File: config.mk
export PLATFORM = sky130hd
export DESIGN_NAME = alu_sequencer
export DESIGN_NICKNAME = d
export VERILOG_FILES = /design/src/rtl/alu_sequencer.sv
export SDC_FILE = /design/constraint.sdc
export NUM_CORES = 1
export LEC_CHECK = 0
export BUFFER_PORTS_ARGS = -buffer_cell sky130_fd_sc_hd__buf_2
export CELL_PAD_IN_SITES_DETAIL_PLACEMENT = 1
export CELL_PAD_IN_SITES_GLOBAL_PLACEMENT = 1
export CORE_UTILIZATION = 37
export DETAILED_ROUTE_END_ITERATION = 10
export GPL_TIMING_DRIVEN = 0
export HOLD_SLACK_MARGIN = 0.08
export MAX_ROUTING_LAYER = met4
export PLACE_DENSITY_LB_ADDON = 0.15
export SYNTH_ARGS = -nofsm -noshare
export SYNTH_HDL_FRONTEND = slang
export SYNTH_SLANG_ARGS = --single-unit
File: constraint.sdc
create_clock -name clk -period 2.7 [get_ports clk]
set_clock_uncertainty 0.1 [all_clocks]
set_input_delay 0.27 -clock clk [delete_from_list [all_inputs] [get_ports clk]]
set_output_delay 0.27 -clock clk [all_outputs]
set_load 0.02 [all_outputs]
File: src/rtl/alu_sequencer.sv
// Request-side controller for the 8-bit combinational ALU: registers operands,
// waits SETTLE edges, samples the result and returns it with tag, zero flag and error code.
module alu_sequencer #(
  parameter int TAG_W  = 4,
  parameter int SETTLE = 1
) (
  input  logic             clk,
  input  logic             rst,
  input  logic             req_valid,
  output logic             req_ready,
  input  logic [7:0]       req_op,
  input  logic [7:0]       req_a,
  input  logic [7:0]       req_b,
  input  logic [TAG_W-1:0] req_tag,
  output logic [7:0]       alu_a,
  output logic [7:0]       alu_b,
  output logic [7:0]       alu_op,
  input  logic [7:0]       alu_result,
  output logic             rsp_valid,
  input  logic             rsp_ready,
  output logic [7:0]       rsp_result,
  output logic [TAG_W-1:0] rsp_tag,
  output logic             rsp_zero,
  output logic [1:0]       rsp_err
);

  localparam logic [1:0] IDLE  = 2'd0;
  localparam logic [1:0] DRIVE = 2'd1;
  localparam logic [1:0] RESP  = 2'd2;

  localparam logic [3:0] SETTLE_CNT = 4'(SETTLE);

  localparam logic [1:0] ERR_OK      = 2'b00;
  localparam logic [1:0] ERR_ILLEGAL = 2'b01;
  localparam logic [1:0] ERR_DIV0    = 2'b10;

  logic [1:0]       state_q, state_d;
  logic [3:0]       cnt_q, cnt_d;
  logic [1:0]       err_pend_q, err_pend_d;
  logic [7:0]       alu_a_q, alu_a_d;
  logic [7:0]       alu_b_q, alu_b_d;
  logic [7:0]       alu_op_q, alu_op_d;
  logic [7:0]       rsp_result_q, rsp_result_d;
  logic [TAG_W-1:0] rsp_tag_q, rsp_tag_d;
  logic             rsp_zero_q, rsp_zero_d;
  logic [1:0]       rsp_err_q, rsp_err_d;

  logic [7:0] captured;

  function automatic logic op_legal(input logic [7:0] op);
    case (op)
      8'h00, 8'h01, 8'h02, 8'h03, 8'h13,
      8'h04, 8'h05, 8'h06,
      8'h08, 8'h09, 8'h0A, 8'h0B,
      8'h10, 8'h11: op_legal = 1'b1;
      default:      op_legal = 1'b0;
    endcase
  endfunction

  // Compare ops only define bits [1:0]; the upper bits from the ALU are discarded.
  always_comb begin
    captured = alu_result;
    if (alu_op_q == 8'h04 || alu_op_q == 8'h05 || alu_op_q == 8'h06)
      captured[7:2] = 6'd0;
  end

  always_comb begin
    // NOTE: every next-state variable gets a default first so no path infers a latch.
    state_d      = state_q;
    cnt_d        = cnt_q;
    err_pend_d   = err_pend_q;
    alu_a_d      = alu_a_q;
    alu_b_d      = alu_b_q;
    alu_op_d     = alu_op_q;
    rsp_result_d = rsp_result_q;
    rsp_tag_d    = rsp_tag_q;
    rsp_zero_d   = rsp_zero_q;
    rsp_err_d    = rsp_err_q;

    case (state_q)
      IDLE: begin
        if (req_valid) begin
          rsp_tag_d = req_tag;
          state_d   = DRIVE;
          // Errors take one DRIVE edge so they answer with the same latency as SETTLE=1.
          cnt_d     = 4'd1;
          if (!op_legal(req_op)) begin
            err_pend_d = ERR_ILLEGAL;
          end else if ((req_op == 8'h03 || req_op == 8'h13) && req_b == 8'd0) begin
            err_pend_d = ERR_DIV0;
          end else begin
            err_pend_d = ERR_OK;
            alu_a_d    = req_a;
            alu_b_d    = req_b;
            alu_op_d   = req_op;
            cnt_d      = SETTLE_CNT;
          end
        end
      end
      DRIVE: begin
        cnt_d = cnt_q - 4'd1;
        if (cnt_q == 4'd1) begin
          state_d = RESP;
          if (err_pend_q != ERR_OK) begin
            rsp_result_d = 8'd0;
            rsp_zero_d   = 1'b1;
            rsp_err_d    = err_pend_q;
          end else begin
            rsp_result_d = captured;
            rsp_zero_d   = (captured == 8'd0);
            rsp_err_d    = ERR_OK;
          end
        end
      end
      RESP: begin
        if (rsp_ready) state_d = IDLE;
      end
      default: state_d = IDLE;
    endcase
  end

  // NOTE: sequential state uses non-blocking assignments so all registers update together.
  always_ff @(posedge clk or posedge rst) begin
    if (rst) begin
      state_q      <= IDLE;
      cnt_q        <= 4'd0;
      err_pend_q   <= ERR_OK;
      alu_a_q      <= 8'd0;
      alu_b_q      <= 8'd0;
      alu_op_q     <= 8'd0;
      rsp_result_q <= 8'd0;
      rsp_tag_q    <= '0;
      rsp_zero_q   <= 1'b0;
      rsp_err_q    <= ERR_OK;
    end else begin
      state_q      <= state_d;
      cnt_q        <= cnt_d;
      err_pend_q   <= err_pend_d;
      alu_a_q      <= alu_a_d;
      alu_b_q      <= alu_b_d;
      alu_op_q     <= alu_op_d;
      rsp_result_q <= rsp_result_d;
      rsp_tag_q    <= rsp_tag_d;
      rsp_zero_q   <= rsp_zero_d;
      rsp_err_q    <= rsp_err_d;
    end
  end

  assign req_ready  = (state_q == IDLE);
  assign rsp_valid  = (state_q == RESP);
  assign alu_a      = alu_a_q;
  assign alu_b      = alu_b_q;
  assign alu_op     = alu_op_q;
  assign rsp_result = rsp_result_q;
  assign rsp_tag    = rsp_tag_q;
  assign rsp_zero   = rsp_zero_q;
  assign rsp_err    = rsp_err_q;

endmodule

# After elaboration in Yosys (flattened, before gate mapping)
# Memories as Yosys holds them, arrays and structs flattened.
# Index checks and enable logic that the tools add are counted.
[op_classes]
addsub = 1
eq_ne = 11
n_mux = 15
bitwise = 1
reduce_logical = 15
[ops]
columns = ["op", "n"]
rows = [
  ["$eq 8x3->1 const B", 3],
  ["$logic_not 8->1", 2],
  ["$mux 2", 6],
  ["$eq 8x2->1 const B", 1],
  ["$eq 8x5->1 const B", 1],
  ["$mux 8", 1],
  ["$pmux 4 s2", 1],
  ["$mux 6", 1],
  ["$pmux 2 s3", 1],
  ["$reduce_and 2->1", 3],
  ["$eq 4x1->1 const B", 1],
  ["$mux 1", 4],
  ["$mux 4", 1],
  ["$ne 2x2->1 const B", 2],
  ["$reduce_and 4->1", 1],
  ["$reduce_bool 2->1", 2],
  ["$sub 4x1->4 const B", 1],
  ["$logic_not 3->1", 1],
  ["$logic_or 1x1->1", 3],
  ["$reduce_and 3->1", 1],
  ["$eq 2x1->1 const B", 1],
  ["$eq 2x2->1 const B", 1],
  ["$logic_not 2->1", 1],
  ["$ne 2x1->1 const B", 1],
  ["other kinds (2)", 2],
]
[totals]
ff_bits = 47
romBits = 32
input_bits = 40
out_inout_bits = 41
wordCells = 54
memories = 1
[memory_table]
columns = ["memory", "depth", "width", "read_ports", "rd_ports_with_merged_regs", "wr", "line", "rtl"]
rows = [
  ["(no name shown)", 32, 1, 1, 0, 0, "51", "case (op)"],
]

# Longest topological paths before layout
# Gate-level depths: netlist of the first run.
[logic_depth]
word_depth = 6
mapped_depth = 8
depth_no_buf = 6

# Least setup slack after synthesis of the first run
# Ideal clock, no wire load.
[synth_path]
path_type = "register to register"
startpoint = "register state_q[1]"
endpoint = "register alu_a_q[0], in the netlist alu_a[0]"
setup_time_ps = 125
arrival_time_ps = 1778
required_ps = 2475
setup_slack_ps = 697
stages_incl_launch_ff = 7
n_path_buf = 2
synth_period_minus_slack_ps = 2003
path_cell_list = "dfrtp_1 > or3b_1 > buf_2 > a2111oi_4 > nand2_4 > buf_6 > mux2_4"
[synth_between]
elab_chain_len = 2
[synth_rtl]
columns = ["element", "line", "rtl"]
rows = [
  ["start: declaration", "37", "logic [1:0] state_q, state_d;"],
  ["start signal: assignment", "136", "state_q <= state_d;"],
  ["$logic_not 2->1", "80", "case (state_q)"],
  ["$reduce_and 4->1 (no source line)", "-", ""],
  ["end signal: assignment", "139", "alu_a_q <= alu_a_d;"],
  ["end: declaration", "40", "logic [7:0] alu_a_q, alu_a_d;"],
]
# Every way passes these cells.
# A chain may end at the register's enable or synchronous reset.

# Final worst setup path of the first run
[layout_path]
startpoint = "register state_q[0]"
endpoint = "register alu_b_q[5], in the netlist alu_b[5]"
[layout_between]
elab_chain_len = 2
[layout_rtl]
columns = ["element", "line", "rtl"]
rows = [
  ["$logic_not 2->1", "80", ""],
  ["$reduce_and 4->1 (no source line)", "-", ""],
  ["end signal: assignment", "140", "alu_b_q <= alu_b_d;"],
  ["end: declaration", "41", "logic [7:0] alu_b_q, alu_b_d;"],
]
# Every way passes these cells.

==> run_results.csv, run 1 <==
group,metric,value,unit
cells_and_area,final_cell_mix,"buf_2, dfrtp_1, mux2_4",
synthesis,synth_fp_nets,186,
placement,dpl.hpwl,3840,um
route,ant_nets,0,
global_route,grt_pass1_vias,1675,
clocking,cts_tree,"done",
clocking,clkTransAtPathRegs,0.08,ns
global_route,antenna_found_initial,0,
synthesis,ys_seq_area_share,57.35,%
worst_setup_path,startpoint_type,"flip-flop",
cells_and_area,nets,275,
sta,rsz0062_at_grt,"no",
worst_setup_path,cp_data_required_time,2.78,ns
route,wl_per_cell,16.15,um
route,avgViaCountPerCell,4.964,
worst_setup_path,end_kind,"flip-flop",
synthesis,yosysTopAreaCell,"dfrtp_1",
clocking,h-tree-depth,2,
sta,worst_slack,0.5051,ns
sta,setup_viol,0,
sta,fmax,455.6,MHz
clocking,cts.path.max_buffers,2,
floorplanning,die_x,76.45,um
floorplanning,rows,26,
floorplanning,start_util,39.15,%
cells_and_area,fin_area,0.002650,mm^2
synthesis,synth_seq_cells,47,
worst_setup_path,critical_path_class,"flip-flop to flip-flop",
clocking,postCtsSetupBuffers,0,
synthesis,syn_area,0.002051,mm^2
worst_setup_path,path_max_fanout,10,
route,wl_met1,2127,um
clocking,cts_buffers,5,
cells_and_area,nFillCells,568,
placement,gp_congestion,0.8259,
sta,drv_slew,0,
placement,dp_slack,0.5140,ns
route,drt-total-wl,4909,um
floorplanning,die_area,0.005844,mm^2
floorplanning,fp.dieH,76.45,um
cells_and_area,drive_gt1_share,52.14,%
clocking,clock_latency,0.29,ns
cells_and_area,final_common_cell,"buf_2",
synthesis,synthCells,144,
clocking,clock-sinks,47,
sta,period_needed,2.195,ns
sta,hold_violations,0,
global_route,grt_pass1_wl,8542,um
synthesis,ys_top_cells_by_area,"dfrtp_1, mux2_4, mux2_2, a22o_1, a2111oi_4",
route,highest_layer,"met4",
sta,tns,0,ns
sta,worstMarginPinSlew,0.7755,ns
cells_and_area,num_antenna_cells,0,
sta,whs,0.08495,ns
clocking,ctsHoldBuffers,1,
clocking,root_buffer,"clkbuf_8",
global_route,grt-ovfl-total,0,
synthesis,synth_top_area_share,57.35,%
cells_and_area,multi_input_area,820.8,um^2
route,drt_pre_antenna_iters,4,
cells_and_area,area.growth.synth_to_final,29.23,%
run,maxCapViolations,0,
clocking,ctsResizeCount,0,
power,power_density,1006,mW/mm^2
floorplanning,core,0.005238,mm^2
global_route,grt_max_degree,32,
route,wl_met2,2477,um
sta,relSlewSlack,47.57,%
placement,port_buffers,80,
synthesis,yosysUniqueCellTypes,34,
power,p_leak,1.420,nW
route,drc_errors,0,
run_status,status,"completed",
power,vdd_drop_max,0.4004,mV
route,dr_wl_met3,232,um
floorplanning,io_pins,81,
global_route,grt.total_usage,19.20,%
power,power.total,2.666,mW
placement,place_area,0.002559,mm^2
sta,fin_crit_sh,81.29,%
synthesis,syn_area_per_cell,14.24,um^2
route,num_vias,1509,
worst_hold_path,min_path_type,"input port to flip-flop",
synthesis,yosysWarnings,0,
cells_and_area,seq_area,0.001176,mm^2
route,drt_iter0_drc,29,
worst_setup_path,critical_path_arrival,2.28,ns
-- where the power goes --
| group | internal (mW) | switching, mW | total [mW] |
|---|---|---|---|
| combinational | 0.503 | 0.618 | 1.12 |
| sequential | 0.958 | 0.177 | 1.14 |
| clock | 0.182 | 0.227 | 0.409 |
| total | 1.64 | 1.02 | 2.67 |
-- per-layer routing --
metal  vias up  global-route usage (%)
met4         0                   5.769
met5         -                       -
met1       764                   24.02
li1        690                       -
met3         7                   4.671
met2        48                   30.81
-- worst max-delay path, stage by stage (launching register included) --
cell	delay (ns)
dfrtp_1	0.47
or3b_1	0.37
buf_2	0.19
a2111oi_4	0.31
nand2_4	0.14
buf_6	0.19
mux2_4	0.30
-- worst paths after layout --
kind / startpoint / endpoint / depth (start not counted) / slack (ns)
worst min register to register: rsp_result[1] / rsp_result[1] / 2 / 0.39
worst max register to register: state_q[0] / alu_b[5] / 6 / 0.51
max in group asynchronous: rst / rsp_result[2] / 4 / 1.61
worst min-delay path: rsp_ready / state_q[1] / 2 / 0.08
min in group asynchronous: rst / rsp_tag[0] / 3 / 0.39
worst max-delay path: state_q[0] / alu_b[5] / 6 / 0.51
-- through the flow --
stage / utilization, % / cells
4_1_cts: 50.60 / 304
2_1_floorplan: - / 144
3_5_place_dp: 48.85 / 295
5_1_grt: 50.60 / 304
6_report: 50.60 / 304
3_3_place_gp: 48.47 / 294
-- registers in the layout, summed over array words and instances, names as in the netlist --
register / count
alu_a: 8
alu_b: 8
alu_op: 8
cnt_q: 4
err_pend_q: 2
rsp_err: 2
rsp_result: 8
rsp_tag: 4
rsp_zero: 1
state_q: 2
-- final cells by class --
class | instances | area share, %
tap | 70 | 3.305
buffer | 5 | 1.322
timing repair buffer | 82 | 16.24
clock inverter | 1 | 0.1889
inverter | 5 | 0.7082
sequential | 47 | 44.38
multi-input combinational | 87 | 30.97
clock buffer | 7 | 2.880
-- synthesized netlist by cell type --
| library cell | n |
|---|---|
| nor3_1 | 1 |
| nor3b_1 | 1 |
| o21ai_0 | 6 |
| a2111oi_4 | 2 |
| a21o_1 | 1 |
| and2_1 | 4 |
| mux2i_1 | 1 |
| dfrtp_1 | 47 |
| nand2b_1 | 2 |
| a211oi_1 | 1 |
| buf_2 | 1 |
| inv_1 | 5 |
| nor4_1 | 3 |
| nand4b_1 | 1 |
| nor2_1 | 5 |
| nor4bb_1 | 1 |
| mux2_2 | 11 |
| or3b_1 | 1 |
| o31a_1 | 1 |
| o21bai_1 | 1 |
| nand2_4 | 1 |
| nand2_1 | 7 |
| a22o_1 | 8 |
| a22oi_1 | 1 |
| or2b_1 | 2 |
| ha_1 | 2 |
| maj3_1 | 1 |
| clkbuf_1 | 2 |
| mux2_4 | 17 |
| nor4b_1 | 1 |
| a21oi_1 | 1 |
| or3_1 | 2 |
| o2bb2ai_1 | 1 |
| buf_6 | 2 |
-- cells by family (layout without fill, tap and decap cells) --
kind of cell / count (synthesis) / count (layout) / share of synthesized area (%)
flops: 47 / 47 / 57.35
simple gates: 32 / 32 / 9.213
mux: 29 / 29 / 18.97
compound gates: 23 / 23 / 10.13
buf+inv: 10 / 100 / 2.623
fa+ha+maj: 3 / 3 / 1.708
(Power assumes the default switching activity.)
==> run 2: changes to the inputs <==
--- a/config.mk
+++ b/config.mk
@@ -5,10 +5,11 @@
 export SDC_FILE = /design/constraint.sdc
 export NUM_CORES = 1
 export LEC_CHECK = 0
+export ABC_AREA = 1
 export BUFFER_PORTS_ARGS = -buffer_cell sky130_fd_sc_hd__buf_2
 export CELL_PAD_IN_SITES_DETAIL_PLACEMENT = 1
 export CELL_PAD_IN_SITES_GLOBAL_PLACEMENT = 1
-export CORE_UTILIZATION = 37
+export CORE_UTILIZATION = 34
 export DETAILED_ROUTE_END_ITERATION = 10
 export GPL_TIMING_DRIVEN = 0
 export HOLD_SLACK_MARGIN = 0.08
==> constraint.sdc (replaced) <==
create_clock -name clk -period 2.1 [get_ports clk]
set_clock_uncertainty 0.1 [all_clocks]
set_input_delay 0.21 -clock clk [delete_from_list [all_inputs] [get_ports clk]]
set_output_delay 0.21 -clock clk [all_outputs]
set_load 0.02 [all_outputs]
==> run 2 against run 1 <==
  * Synthesized area rose by 1.2%
  * Largest power group is now combinational cells
  * Clock-buffer cell count rose by 1
  * Power rose by 49%
  * Sequential share of layout area fell by 5.2 points
  * Flip-flop and latch count did not move
  * Global-route usage rose by 1.1 points
==> run_results.csv, run 2 <==
group,metric,value,unit
global_route,antenna_found_initial,0,
synthesis,synth_seq_cells,47,
synthesis,synth_fp_nets,293,
cells_and_area,seq_area,0.001176,mm^2
global_route,grt.total_usage,20.29,%
floorplanning,start_util,35.25,%
global_route,grt-ovfl-total,0,
cells_and_area,num_antenna_cells,0,
floorplanning,fp.dieH,80.11,um
clocking,h-tree-depth,2,
worst_setup_path,critical_path_arrival,1.92,ns
synthesis,ys_top_cells_by_area,"dfrtp_1, nand2_1, nand3_1, inv_1, nor2_1",
clocking,clkTransAtPathRegs,0.09,ns
synthesis,yosysUniqueCellTypes,21,
synthesis,yosysMostFrequentCell,"nand2_1",
cells_and_area,drive_gt1_share,27.22,%
synthesis,synthFlopType,"dfrtp_1",
global_route,grt_pass1_vias,2097,
sta,fmax,548.6,MHz
route,ant_nets,0,
sta,drv_slew,0,
synthesis,yosysTopAreaCell,"dfrtp_1",
route,wl_per_cell,13.02,um
worst_setup_path,path_max_fanout,10,
power,internal_power,2.250,mW
route,num_vias,2047,
sta,whs,0.08455,ns
power,swShare,43.16,%
floorplanning,rows,28,
floorplanning,die_x,80.11,um
worst_setup_path,critical_path_class,"input port to flip-flop",
sta,period_needed,1.823,ns
clocking,clock-sinks,47,
synthesis,syn_area,0.002074,mm^2
power,power_frac_seq,40.2,%
placement,dpl.hpwl,4027,um
cells_and_area,fin_util,50.96,%
floorplanning,core,0.005886,mm^2
power,power_density,1320,mW/mm^2
worst_setup_path,startpoint_type,"input port",
placement,dp_cells,407,
clocking,cts.path.max_buffers,2,
synthesis,synthCells,251,
synthesis,syn_area_per_cell,8.265,um^2
cells_and_area,nets,412,
cells_and_area,area.growth.synth_to_final,44.57,%
floorplanning,io_pins,81,
floorplanning,die_area,0.006418,mm^2
cells_and_area,final_common_cell,"nand2_1",
sta,rsz0062_at_grt,"no",
route,avgViaCountPerCell,4.590,
sta,tns,0,ns
worst_setup_path,end_kind,"flip-flop",
sta,hold_violations,0,
power,switchingPower,1.709,mW
power,p_leak,1.710,nW
global_route,grt_pass1_wl,9591,um
run,maxCapViolations,0,
worst_hold_path,min_path_type,"input port to flip-flop",
sta,setup_viol,0,
synthesis,synth-edff-count,0,
cells_and_area,final_cell_mix,"nand2_1, buf_2, dfrtp_1",
cells_and_area,multi_input_area,742.0,um^2
power,comb_power_share,44.4,%
cells_and_area,fin_area,0.002999,mm^2
route,drt_pre_antenna_iters,4,
placement,port_buffers,80,
power,vdd_drop_max,0.5257,mV
sta,worstMarginPinSlew,0.4037,ns
synthesis,synth_top_area_share,56.69,%
sta,relSlewSlack,73.05,%
clocking,cts_buffers,5,
global_route,grt_max_degree,32,
cells_and_area,nFillCells,747,
run_status,status,"completed",
clocking,root_buffer,"clkbuf_8",
synthesis,yosysWarnings,0,
sta,fin_crit_sh,86.79,%
clocking,clock_latency,0.30,ns
synthesis,ys_seq_area_share,56.69,%
worst_setup_path,cp_data_required_time,2.20,ns
power,power_frac_clock,15.5,%
cells_and_area,layoutNonFillerInstCount,446,
synthesis,synth_common_cells,"nand2_1, dfrtp_1, inv_1",
clocking,cts_tree,"done",
route,drt-total-wl,5808,um
route,drc_errors,0,
synthesis,synth-async-reset-ratio,100.0,%
placement,gp_congestion,0.7110,
route,drt_iter0_drc,57,
placement,place_area,0.002589,mm^2
## run 2: changes by cell type in the layout (fill, tap and decap cells not counted), moves of 14 or more
| cell | delta |
|---|---|
| nand3_1 | +24 |
| nand2_1 | +85 |
| mux2_4 | -17 |
| dlygate4sd3_1 | +30 |
| inv_1 | +22 |
| nor2_1 | +14 |
## run 2: through the flow
stage / total power [mW] / setup slack, ns
2_1_floorplan: 2.687 / 0.5344
5_1_grt: 4.264 / 0.2143
3_5_place_dp: 3.346 / 0.4529
6_report: 3.959 / 0.2773
3_3_place_gp: 3.253 / -0.05764
4_1_cts: 4.005 / 0.3124
## run 2: worst paths after layout
path                               startpoint            end  slack [ns]  cells after the start
worst min register to register       alu_a[2]       alu_a[2]        0.37                      2
min in group asynchronous                 rst       alu_a[3]        0.34                      3
max in group asynchronous                 rst  rsp_result[7]        1.06                      4
worst max-delay path                 req_b[5]      alu_op[2]        0.28                      8
worst min-delay path            alu_result[0]  rsp_result[0]        0.08                      3
worst max register to register       cnt_q[1]  rsp_result[6]        0.45                      8
## run 2: logic make-up after synthesis
kind of cell	Yosys count	share of synthesized area, %
AOI/OAI and AO/OA	22	5.910
xor gates and xnor gates	1	0.4223
adders and majority gates	2	1.206
buffers and inverters	36	7.539
DFF	47	56.69
and+or+nand+nor	143	28.23
## run 2: power by group through the flow
stage	registers [mW]	clock network (mW)	logic, mW
floorplan	2.04	0	0.651
finish	1.59	0.612	1.76
CTS	1.59	0.627	1.78
detailed placement	1.60	0	1.74
global route	1.64	0.656	1.97
global placement	1.59	0	1.67
## run 2: final cells by class
type	count	share of cell area, %
clock buffer	8	3.338
inverter	29	3.630
multi-input combinational	168	24.74
timing repair buffer	112	24.36
sequential	47	39.22
buffer	7	1.585
tap	75	3.129
## run 2: timing repair
item | CTS | global route
hold endpoints to repair | 46 | 0
gates resized for setup | 0 | 0
hold buffers | 31 | 0
setup buffers | 0 | 0
## run 2: layer usage
layer | share of wire, % | GRT usage, % | up-vias
met5 | 0 | - | -
met4 | 1.3 | 7.500 | 0
met3 | 4.3 | 3.523 | 7
met2 | 53 | 35.56 | 53
met1 | 42 | 23.22 | 972
li1 | - | - | 1015
## run 2: critical path, stage by stage
cell and delay, ns:
dlygate4sd3_1 0.54, buf_2 0.13, or2_1 0.24, nor3_1 0.20, nand3b_1 0.18, buf_2 0.24
nand3_1 0.12, nand2_1 0.06
